File: src/rtl/wb_pkg.sv
// Shared types for the MEM/WB writeback stage.
// Result-source and load-type encodings.
package wb_pkg;

  typedef enum logic [1:0] {
    RES_ALU = 2'b00,
    RES_MEM = 2'b01,
    RES_PC4 = 2'b10,
    RES_IMM = 2'b11
  } resultsrc_e;

  typedef enum logic [2:0] {
    LB  = 3'b000,
    LH  = 3'b001,
    LW  = 3'b010,
    LBU = 3'b100,
    LHU = 3'b101
  } load_funct3_e;

endpackage

File: src/rtl/writeback_stage_load_formatter.sv
// Load data extraction by width, sign and byte offset.
// Also flags loads whose offset breaks natural alignment.
module load_formatter
  import wb_pkg::*;
(
  input  logic [31:0] raw_i,
  input  logic [1:0]  offset_i,
  input  logic [2:0]  funct3_i,
  output logic [31:0] data_o,
  output logic        misaligned_o
);

  logic [7:0]  byte_v;
  logic [15:0] half_v;

  always_comb begin
    case (offset_i)
      2'd0:    byte_v = raw_i[7:0];
      2'd1:    byte_v = raw_i[15:8];
      2'd2:    byte_v = raw_i[23:16];
      default: byte_v = raw_i[31:24];
    endcase
    half_v = offset_i[1] ? raw_i[31:16] : raw_i[15:0];
  end

  // Unknown funct3 codes fall through as a plain word, never misaligned
  always_comb begin
    data_o       = raw_i;
    misaligned_o = 1'b0;
    case (funct3_i)
      LB: data_o = {{24{byte_v[7]}}, byte_v};
      LBU: data_o = {24'b0, byte_v};
      LH: begin
        data_o       = {{16{half_v[15]}}, half_v};
        misaligned_o = offset_i[0];
      end
      LHU: begin
        data_o       = {16'b0, half_v};
        misaligned_o = offset_i[0];
      end
      LW: misaligned_o = |offset_i;
      default: ;
    endcase
  end

endmodule

File: src/rtl/writeback_stage.sv
// Registered MEM/WB stage: load formatting, result select,
// register-file write qualification and retire counting.
module writeback_stage
  import wb_pkg::*;
#(
  parameter int P_WIDTH     = 32,
  parameter int P_REG_ADDR  = 5,
  parameter int P_CNT_WIDTH = 32
) (
  input  logic                   i_clk,
  input  logic                   i_rst,
  input  logic                   i_valid_m,
  input  logic                   i_stall,
  input  logic                   i_flush,
  input  logic [P_WIDTH-1:0]     i_alu_result_m,
  input  logic [P_WIDTH-1:0]     i_mem_rdata_m,
  input  logic [P_WIDTH-1:0]     i_pc_plus_4_m,
  input  logic [P_WIDTH-1:0]     i_imm_m,
  input  logic [1:0]             i_resultsrc_m,
  input  logic [2:0]             i_funct3_m,
  input  logic [P_REG_ADDR-1:0]  i_rd_m,
  input  logic                   i_reg_write_m,
  output logic [P_WIDTH-1:0]     o_result_w,
  output logic [P_REG_ADDR-1:0]  o_rd_w,
  output logic                   o_reg_write_w,
  output logic                   o_valid_w,
  output logic                   o_misaligned_w,
  output logic [P_CNT_WIDTH-1:0] o_retired
);

  logic [P_WIDTH-1:0]     result_q, result_d;
  logic [P_REG_ADDR-1:0]  rd_q, rd_d;
  logic                   we_q, we_d;
  logic                   valid_q, valid_d;
  logic                   mis_q, mis_d;
  logic [P_CNT_WIDTH-1:0] cnt_q, cnt_d;

  logic [P_WIDTH-1:0] load_data;
  logic [P_WIDTH-1:0] sel_result;
  logic               fmt_mis;
  logic               mis_m;
  logic               we_m;

  load_formatter u_fmt (
    .raw_i        (i_mem_rdata_m),
    .offset_i     (i_alu_result_m[1:0]),
    .funct3_i     (i_funct3_m),
    .data_o       (load_data),
    .misaligned_o (fmt_mis)
  );

  always_comb begin
    sel_result = i_alu_result_m;
    unique case (resultsrc_e'(i_resultsrc_m))
      RES_ALU: sel_result = i_alu_result_m;
      RES_MEM: sel_result = load_data;
      RES_PC4: sel_result = i_pc_plus_4_m;
      RES_IMM: sel_result = i_imm_m;
    endcase
  end

  assign mis_m = i_valid_m & fmt_mis
               & (i_resultsrc_m == RES_MEM);
  assign we_m  = i_valid_m & i_reg_write_m & ~mis_m
               & (i_rd_m != '0);

  always_comb begin
    result_d = result_q;
    rd_d     = rd_q;
    we_d     = we_q;
    valid_d  = valid_q;
    mis_d    = mis_q;
    cnt_d    = cnt_q;
    if (i_flush) begin
      result_d = '0;
      rd_d     = '0;
      we_d     = 1'b0;
      valid_d  = 1'b0;
      mis_d    = 1'b0;
    end else if (!i_stall) begin
      result_d = sel_result;
      rd_d     = i_rd_m;
      we_d     = we_m;
      valid_d  = i_valid_m;
      mis_d    = mis_m;
      // Misaligned loads stay visible in WB but do not retire
      if (i_valid_m && !mis_m)
        cnt_d = cnt_q + P_CNT_WIDTH'(1);
    end
  end

  always_ff @(posedge i_clk) begin
    if (i_rst) begin
      result_q <= '0;
      rd_q     <= '0;
      we_q     <= 1'b0;
      valid_q  <= 1'b0;
      mis_q    <= 1'b0;
      cnt_q    <= '0;
    end else begin
      result_q <= result_d;
      rd_q     <= rd_d;
      we_q     <= we_d;
      valid_q  <= valid_d;
      mis_q    <= mis_d;
      cnt_q    <= cnt_d;
    end
  end

  assign o_result_w     = result_q;
  assign o_rd_w         = rd_q;
  assign o_reg_write_w  = we_q;
  assign o_valid_w      = valid_q;
  assign o_misaligned_w = mis_q;
  assign o_retired      = cnt_q;

endmodule

File: config.mk
export PLATFORM = sky130hd
export DESIGN_NAME = writeback_stage
export DESIGN_NICKNAME = d
export VERILOG_FILES = /design/src/rtl/wb_pkg.sv /design/src/rtl/writeback_stage_load_formatter.sv /design/src/rtl/writeback_stage.sv
export SDC_FILE = /design/constraint.sdc
export NUM_CORES = 1
export LEC_CHECK = 0
export CAP_MARGIN = 20
export CORE_ASPECT_RATIO = 0.8
export CORE_MARGIN = 4
export CORE_UTILIZATION = 37
export CTS_CLUSTER_DIAMETER = 120
export DETAILED_ROUTE_END_ITERATION = 16
export PLACE_DENSITY = 0.78
export SYNTH_ARGS = -nofsm -noshare
export SYNTH_HDL_FRONTEND = slang
export SYNTH_SLANG_ARGS = --single-unit
File: constraint.sdc
create_clock -name i_clk -period 2.5 [get_ports i_clk]
set_clock_uncertainty 0.2 [all_clocks]
set_input_delay 0.375 -clock i_clk [delete_from_list [all_inputs] [get_ports i_clk]]
set_output_delay 0.375 -clock i_clk [all_outputs]
set_load 0.05 [all_outputs]
Word-level counts from Yosys, hierarchy flattened
Index checks and enable logic that the tools add are counted.
{"block": "totals", "register_bits": 72, "input_bits": 144, "output_inout_bits": 72, "elab_cells": 39}
{"block": "classes", "n_addsub": 1, "n_eq_ne": 9, "mux": 5, "n_bitwise": 8, "n_reduce_logical": 10}
{"op": "$pmux W32 S4", "n": 2}
{"op": "$add A32 B1 Y32 const B", "n": 1}
{"op": "$pmux W8 S3", "n": 1}
{"op": "$mux W16", "n": 1}
{"op": "$eq A2 B2 Y1 const B", "n": 3}
{"op": "$eq A3 B3 Y1 const B", "n": 2}
{"op": "$reduce_or A2 Y1", "n": 3}
{"op": "$and A1 B1 Y1", "n": 5}
{"op": "$reduce_bool A5 Y1", "n": 1}
{"op": "$eq A2 B1 Y1 const B", "n": 2}
{"op": "$logic_not A2 Y1", "n": 2}
{"op": "$eq A3 B1 Y1 const B", "n": 1}
{"op": "$eq A3 B2 Y1 const B", "n": 1}
{"op": "$logic_not A3 Y1", "n": 1}
{"op": "$not A1 Y1", "n": 3}
{"op": "$reduce_and A3 Y1", "n": 1}
{"op": "$pmux W1 S2", "n": 1}
{"op": "$logic_and A1 B1 Y1", "n": 1}
{"op": "$logic_not A1 Y1", "n": 1}

Longest topological paths before layout
{"block": "logic_depth", "ltp_word": 8, "ltp_mapped": 8}

By module
From an unflattened synthesis, not the netlist that was laid out.
{"block": "hier_totals", "cells_unflattened": 474, "area_unflattened_um2": 4687.0}
{"module": "writeback_stage", "n_inst": 1, "cells_per_inst": 367, "area_per_inst_um2": 3876.2, "seq_area_each_um2": 1441.4}
{"module": "load_formatter", "n_inst": 1, "cells_per_inst": 107, "area_per_inst_um2": 810.8, "seq_area_each_um2": 0.0}

Worst setup path after synthesis
OpenSTA, ideal clock, no wires.
{"block": "synth_path", "kind": "register -> register", "startpoint": "register cnt_q[0] (netlist: o_retired[0])", "endpoint": "register cnt_q[22] (netlist: o_retired[22])", "arrival_ps": 2421, "slack_ps": -191, "path_stages_with_launch": 8, "n_path_buf": 1, "cell_sequence": "dfxtp_1 > ha_1 > nand2_1 > or3_1 > clkbuf_1 > nor4_1 > or3b_2 > a21oi_1"}
{"block": "synth_via", "elab_chain_len": 1}
{"element": "start, declared", "line": "writeback_stage.sv:36", "source": "logic [P_CNT_WIDTH-1:0] cnt_q, cnt_d;"}
{"element": "start signal, assigned", "line": "writeback_stage.sv:106", "source": "cnt_q <= cnt_d;"}
{"element": "$add A32 B1 Y32", "line": "writeback_stage.sv:88", "source": "cnt_d = cnt_q + P_CNT_WIDTH'(1);"}
No other way between the ends.
A chain may end at the register's enable or synchronous reset.

Final worst setup path
{"block": "layout_path", "startpoint": "input i_funct3_m[1]", "endpoint": "register cnt_q[31] (netlist: o_retired[31])"}
{"block": "layout_via", "elab_chain_len": 8, "elab_cells_between_ends": 10, "classes_between": "3 x eq/ne; 1 x mux; 2 x bitwise; 4 x reduce/logical"}
{"element": "start, declared", "line": "writeback_stage.sv:20", "source": "input logic [2:0] i_funct3_m,"}
{"element": "$eq A3 B1 Y1 / $eq A3 B3 Y1 (equally long branches)", "line": "writeback_stage_load_formatter.sv:30", "source": "case (funct3_i)"}
{"element": "$reduce_or A2 Y1 (no line)"}
{"element": "$pmux W1 S2 *", "line": "writeback_stage_load_formatter.sv:30"}
{"element": "$and A1 B1 Y1 *", "line": "writeback_stage.sv:62", "source": "assign mis_m = i_valid_m & fmt_mis"}
{"element": "$and A1 B1 Y1 *", "line": "writeback_stage.sv:63", "source": "& (i_resultsrc_m == RES_MEM);"}
{"element": "$logic_not A1 Y1 *", "line": "writeback_stage.sv:87", "source": "if (i_valid_m && !mis_m)"}
{"element": "$logic_and A1 B1 Y1 *", "line": "writeback_stage.sv:87"}
{"element": "$reduce_and A3 Y1 (no line) *"}
Every way passes the cells marked *; elsewhere a longest branch is shown, timed or not.

==> metrics.txt <==
outcome=finished, final reports clean; number of enable flip-flop cells after synthesis=0; fin util=0.647; number of levels the H-tree was split into=3; net count of the finished layout=930; number of unique standard cell types used by synthesis=48; category of the most critical setup path=in -> reg; first-pass GRT wire length=27,700 µm; warnings from Yosys=0; met3 WL post-DR=1420 µm; DRC errors left=0; Worst Max-Slew Pin Slew=0.575 ns; placement-stage cell area=6840 µm²; vias in the first global route=5,179; Die ar.=13,400 µm²; Area Overhead vs Synth=67.8%; number of flip-flops and latches in the synthesized netlist=a little over 70; Final Setup Violations=0; CTS tree=yes; Port Buffer Count=215; clock share of power=0.418; arrival time at the worst endpoint=2.48 ns; share of synthesized registers carrying an async set or reset=0; Clock Latency Late Sink=~0.33 ns; Clock Sink Count=72; period utilization=0.967; nets in the synthesized netlist=698; routability congestion estimate=0.896; DR iter-0 viols=382; metal1 wirelength=7700 µm; Final Max Slew Viols=0; final antenna-violating net count=0; horizontal die dimension=around 130 µm; maximum frequency from static timing analysis=just over 400 MHz; length of the first detailed-routing pass in iterations=5; Total GRT Usage=0.256; Primary FF master, synth=sky130_fd_sc_hd__dfxtp_1; total global routing overflow=0; number of antenna violations at the first check in global routing=1; placed wire-length estimate=around 14,000 µm; Startpoint Class=input pin; length of routed met2 wiring=8110 µm; unrepaired setup endpoints after global routing=false; total of hold buffers inserted after clock tree synthesis=0; fraction of final layout cells sized beyond drive strength 1=0.132; number of instances in the synthesized netlist=around 550; CP Capture Type=register; post-synthesis cell area=4280 µm²; clock-pin slew of the registers on the worst-case setup and hold paths=0.06 ns; sequential cell area fraction in the yosys report=0.337; highest metal layer used by the detailed router=met5; post-route cell area=7190 µm²; Internal Power=2.43 mW; Period minus WS final=2.42 ns; number of max-capacitance violations reported=0; maximum number of pins on one net before global-route repair=54; number of buffers added by the clock tree synthesis step=9; post-synthesis cell type with the largest combined area=sky130_fd_sc_hd__dfxtp_1; proportion of power drawn by flip-flops and latches=0.357; Root Buffer Master=sky130_fd_sc_hd__clkbuf_16; switching portion of total power=0.273; count of boundary I/O pins=216; worst vdd ir=0.344 mV; Detailed Route WL=around 18,000 µm; die boundary height=around 100 µm; overall via count from detail_route=5,231; # Post-CTS Setup Buffers=0; Static Leakage=2.55 nW; CP max FO=8; proportion of netlist area held by the largest area contributor=0.337; CP Data Required Time=2.57 ns; remaining max-slew budget at the tightest pin=0.617; Cell Rows=34; worst hold path class=reg -> reg; top cells by area, synth=sky130_fd_sc_hd__dfxtp_1 (34%), sky130_fd_sc_hd__mux2i_1 (7.7%), sky130_fd_sc_hd__a21oi_1 (7.1%); pre-CTS WS=-0.367 ns; ANT cells=0; area of the placeable core=between 10,000 and 15,000 µm²; final worst-path setup slack=0.0819 ns; starting density of the core=0.386; buffer levels on the longest clock path=2; Avg Cell Area, Syn=7.74 µm²; mean number of vias per cell=5.60; power density cells=466 nW/µm²; combinational cell fraction of total power=0.226; sum of negative setup slack=0 ns; endpoints failing hold=0; net switching power figure=0.913 mW; detailed-route wire length per cell=18.9 µm
## metal layers
layer,global-route usage,vias to the layer above
met2,0.401,245
met5,0,-
li1,-,2505
met1,0.346,2444
met3,0.0606,35
met4,0.0841,2
## synthesized netlist by cell type, drive strengths merged, types with 8 or more instances
cell	n
nor4	10
o31ai	8
a31oi	17
xnor2	20
clkbuf	34
inv	8
buf	8
nand2	41
mux2i	33
nand2b	9
nor2	64
nand3	12
or3	11
dfxtp	72
nor3	17
o21ai	47
a21oi	61
## state kept, by name, summed over array words and instances (netlist names)
signal / flops
o_misaligned_w: 1
o_rd_w: 5
o_reg_write_w: 1
o_result_w: 32
o_retired: 32
o_valid_w: 1
## power groups by stage
| stage | combinational [mW] | clock [mW] | sequential [mW] |
|---|---|---|---|
| after floorplan | 0.238 | 0 | 1.31 |
| after global placement | 0.733 | 0 | 1.22 |
| final | 0.755 | 1.40 | 1.19 |
| after global routing | 0.801 | 1.45 | 1.20 |
| after CTS | 0.748 | 1.42 | 1.19 |
| after detailed placement | 0.745 | 0 | 1.22 |
## critical path: stages
cell and delay [ns]:
sky130_fd_sc_hd__clkdlybuf4s50_1 0.53, sky130_fd_sc_hd__and3b_1 0.20, sky130_fd_sc_hd__o2111a_2 0.34, sky130_fd_sc_hd__or3_4 0.42, sky130_fd_sc_hd__or4_1 0.47, sky130_fd_sc_hd__a21oi_1 0.14
## stage by stage
stage	instances	hold slack [ns]	power, mW
final	934	0.276	3.35
after CTS	934	0.287	3.36
after global routing	934	0.304	3.45
after global placement	918	0.272	1.95
after floorplan	553	0.319	1.55
after detailed placement	918	0.277	1.96
## cells in the final DEF (no fill, tap or decap), types with 2 or more instances in the layout
| master | Yosys | routed |
|---|---|---|
| sky130_fd_sc_hd__o211ai_1 | 7 | 7 |
| sky130_fd_sc_hd__o221ai_1 | 5 | 5 |
| sky130_fd_sc_hd__dfxtp_1 | 72 | 56 |
| sky130_fd_sc_hd__nand4_1 | 6 | 6 |
| sky130_fd_sc_hd__a31oi_1 | 17 | 17 |
| sky130_fd_sc_hd__nand2_1 | 41 | 41 |
| sky130_fd_sc_hd__bufinv_16 | 0 | 2 |
| sky130_fd_sc_hd__clkinvlp_4 | 0 | 2 |
| sky130_fd_sc_hd__a221o_1 | 2 | 2 |
| sky130_fd_sc_hd__mux4_2 | 2 | 2 |
| sky130_fd_sc_hd__or2_2 | 5 | 5 |
| sky130_fd_sc_hd__mux2_2 | 4 | 4 |
| sky130_fd_sc_hd__a2111oi_0 | 4 | 4 |
| sky130_fd_sc_hd__nor2b_1 | 3 | 3 |
| sky130_fd_sc_hd__nand2b_1 | 8 | 8 |
| sky130_fd_sc_hd__and4_1 | 4 | 4 |
| sky130_fd_sc_hd__clkbuf_16 | 0 | 9 |
| sky130_fd_sc_hd__clkinv_1 | 2 | 2 |
| sky130_fd_sc_hd__nor4_1 | 10 | 9 |
| sky130_fd_sc_hd__inv_1 | 8 | 8 |
| sky130_fd_sc_hd__nor4b_1 | 6 | 6 |
| sky130_fd_sc_hd__o21ai_0 | 47 | 47 |
| sky130_fd_sc_hd__o31ai_1 | 8 | 8 |
| sky130_fd_sc_hd__o41ai_1 | 4 | 3 |
| sky130_fd_sc_hd__dfxtp_2 | 0 | 16 |
| sky130_fd_sc_hd__clkdlybuf4s50_1 | 0 | 212 |
| sky130_fd_sc_hd__or4_1 | 4 | 4 |
| sky130_fd_sc_hd__xnor2_1 | 20 | 20 |
| sky130_fd_sc_hd__a221oi_1 | 6 | 6 |
| sky130_fd_sc_hd__nor3b_1 | 3 | 3 |
| sky130_fd_sc_hd__nor3_1 | 17 | 16 |
| sky130_fd_sc_hd__or4b_2 | 3 | 3 |
| sky130_fd_sc_hd__mux2i_1 | 33 | 33 |
| sky130_fd_sc_hd__or3_1 | 10 | 10 |
| sky130_fd_sc_hd__nand3_1 | 12 | 12 |
| sky130_fd_sc_hd__buf_4 | 0 | 47 |
| sky130_fd_sc_hd__nor2_1 | 64 | 63 |
| sky130_fd_sc_hd__a21oi_1 | 61 | 60 |
## timing repair
item                       in CTS  in global routing
pin swaps                       0                  1
setup endpoints to repair       4                 23
gates resized for setup         1                  6
## path summary, 6_finish.rpt
path	slack, ns	cells after the start	from	endpoint
worst min register to register	0.28	2	o_retired[23]	o_retired[23]
worst max-delay path	0.08	6	i_funct3_m[1]	o_retired[31]
worst max register to register	0.26	5	o_retired[3]	o_retired[31]
worst min-delay path	0.28	2	o_retired[23]	o_retired[23]
## area by class of cell
type | instances | area [µm²]
fillers | 931 | 3920
multi-input cells | 429 | 2660
repair buffers | 263 | 2520
flip-flops and latches | 72 | 1460
clock buffers | 10 | 229
well taps | 144 | 180
clock inverters | 6 | 92.6
inverters | 10 | 37.5
## logic make-up after synthesis
group / share of synthesized area
flops: 0.337
mux: 0.0982
buf+inv: 0.0473
compound gates: 0.227
xor+xnor: 0.0430
fa+ha+maj: 0.00292
simple gates: 0.245
(Power assumes the default switching activity.)
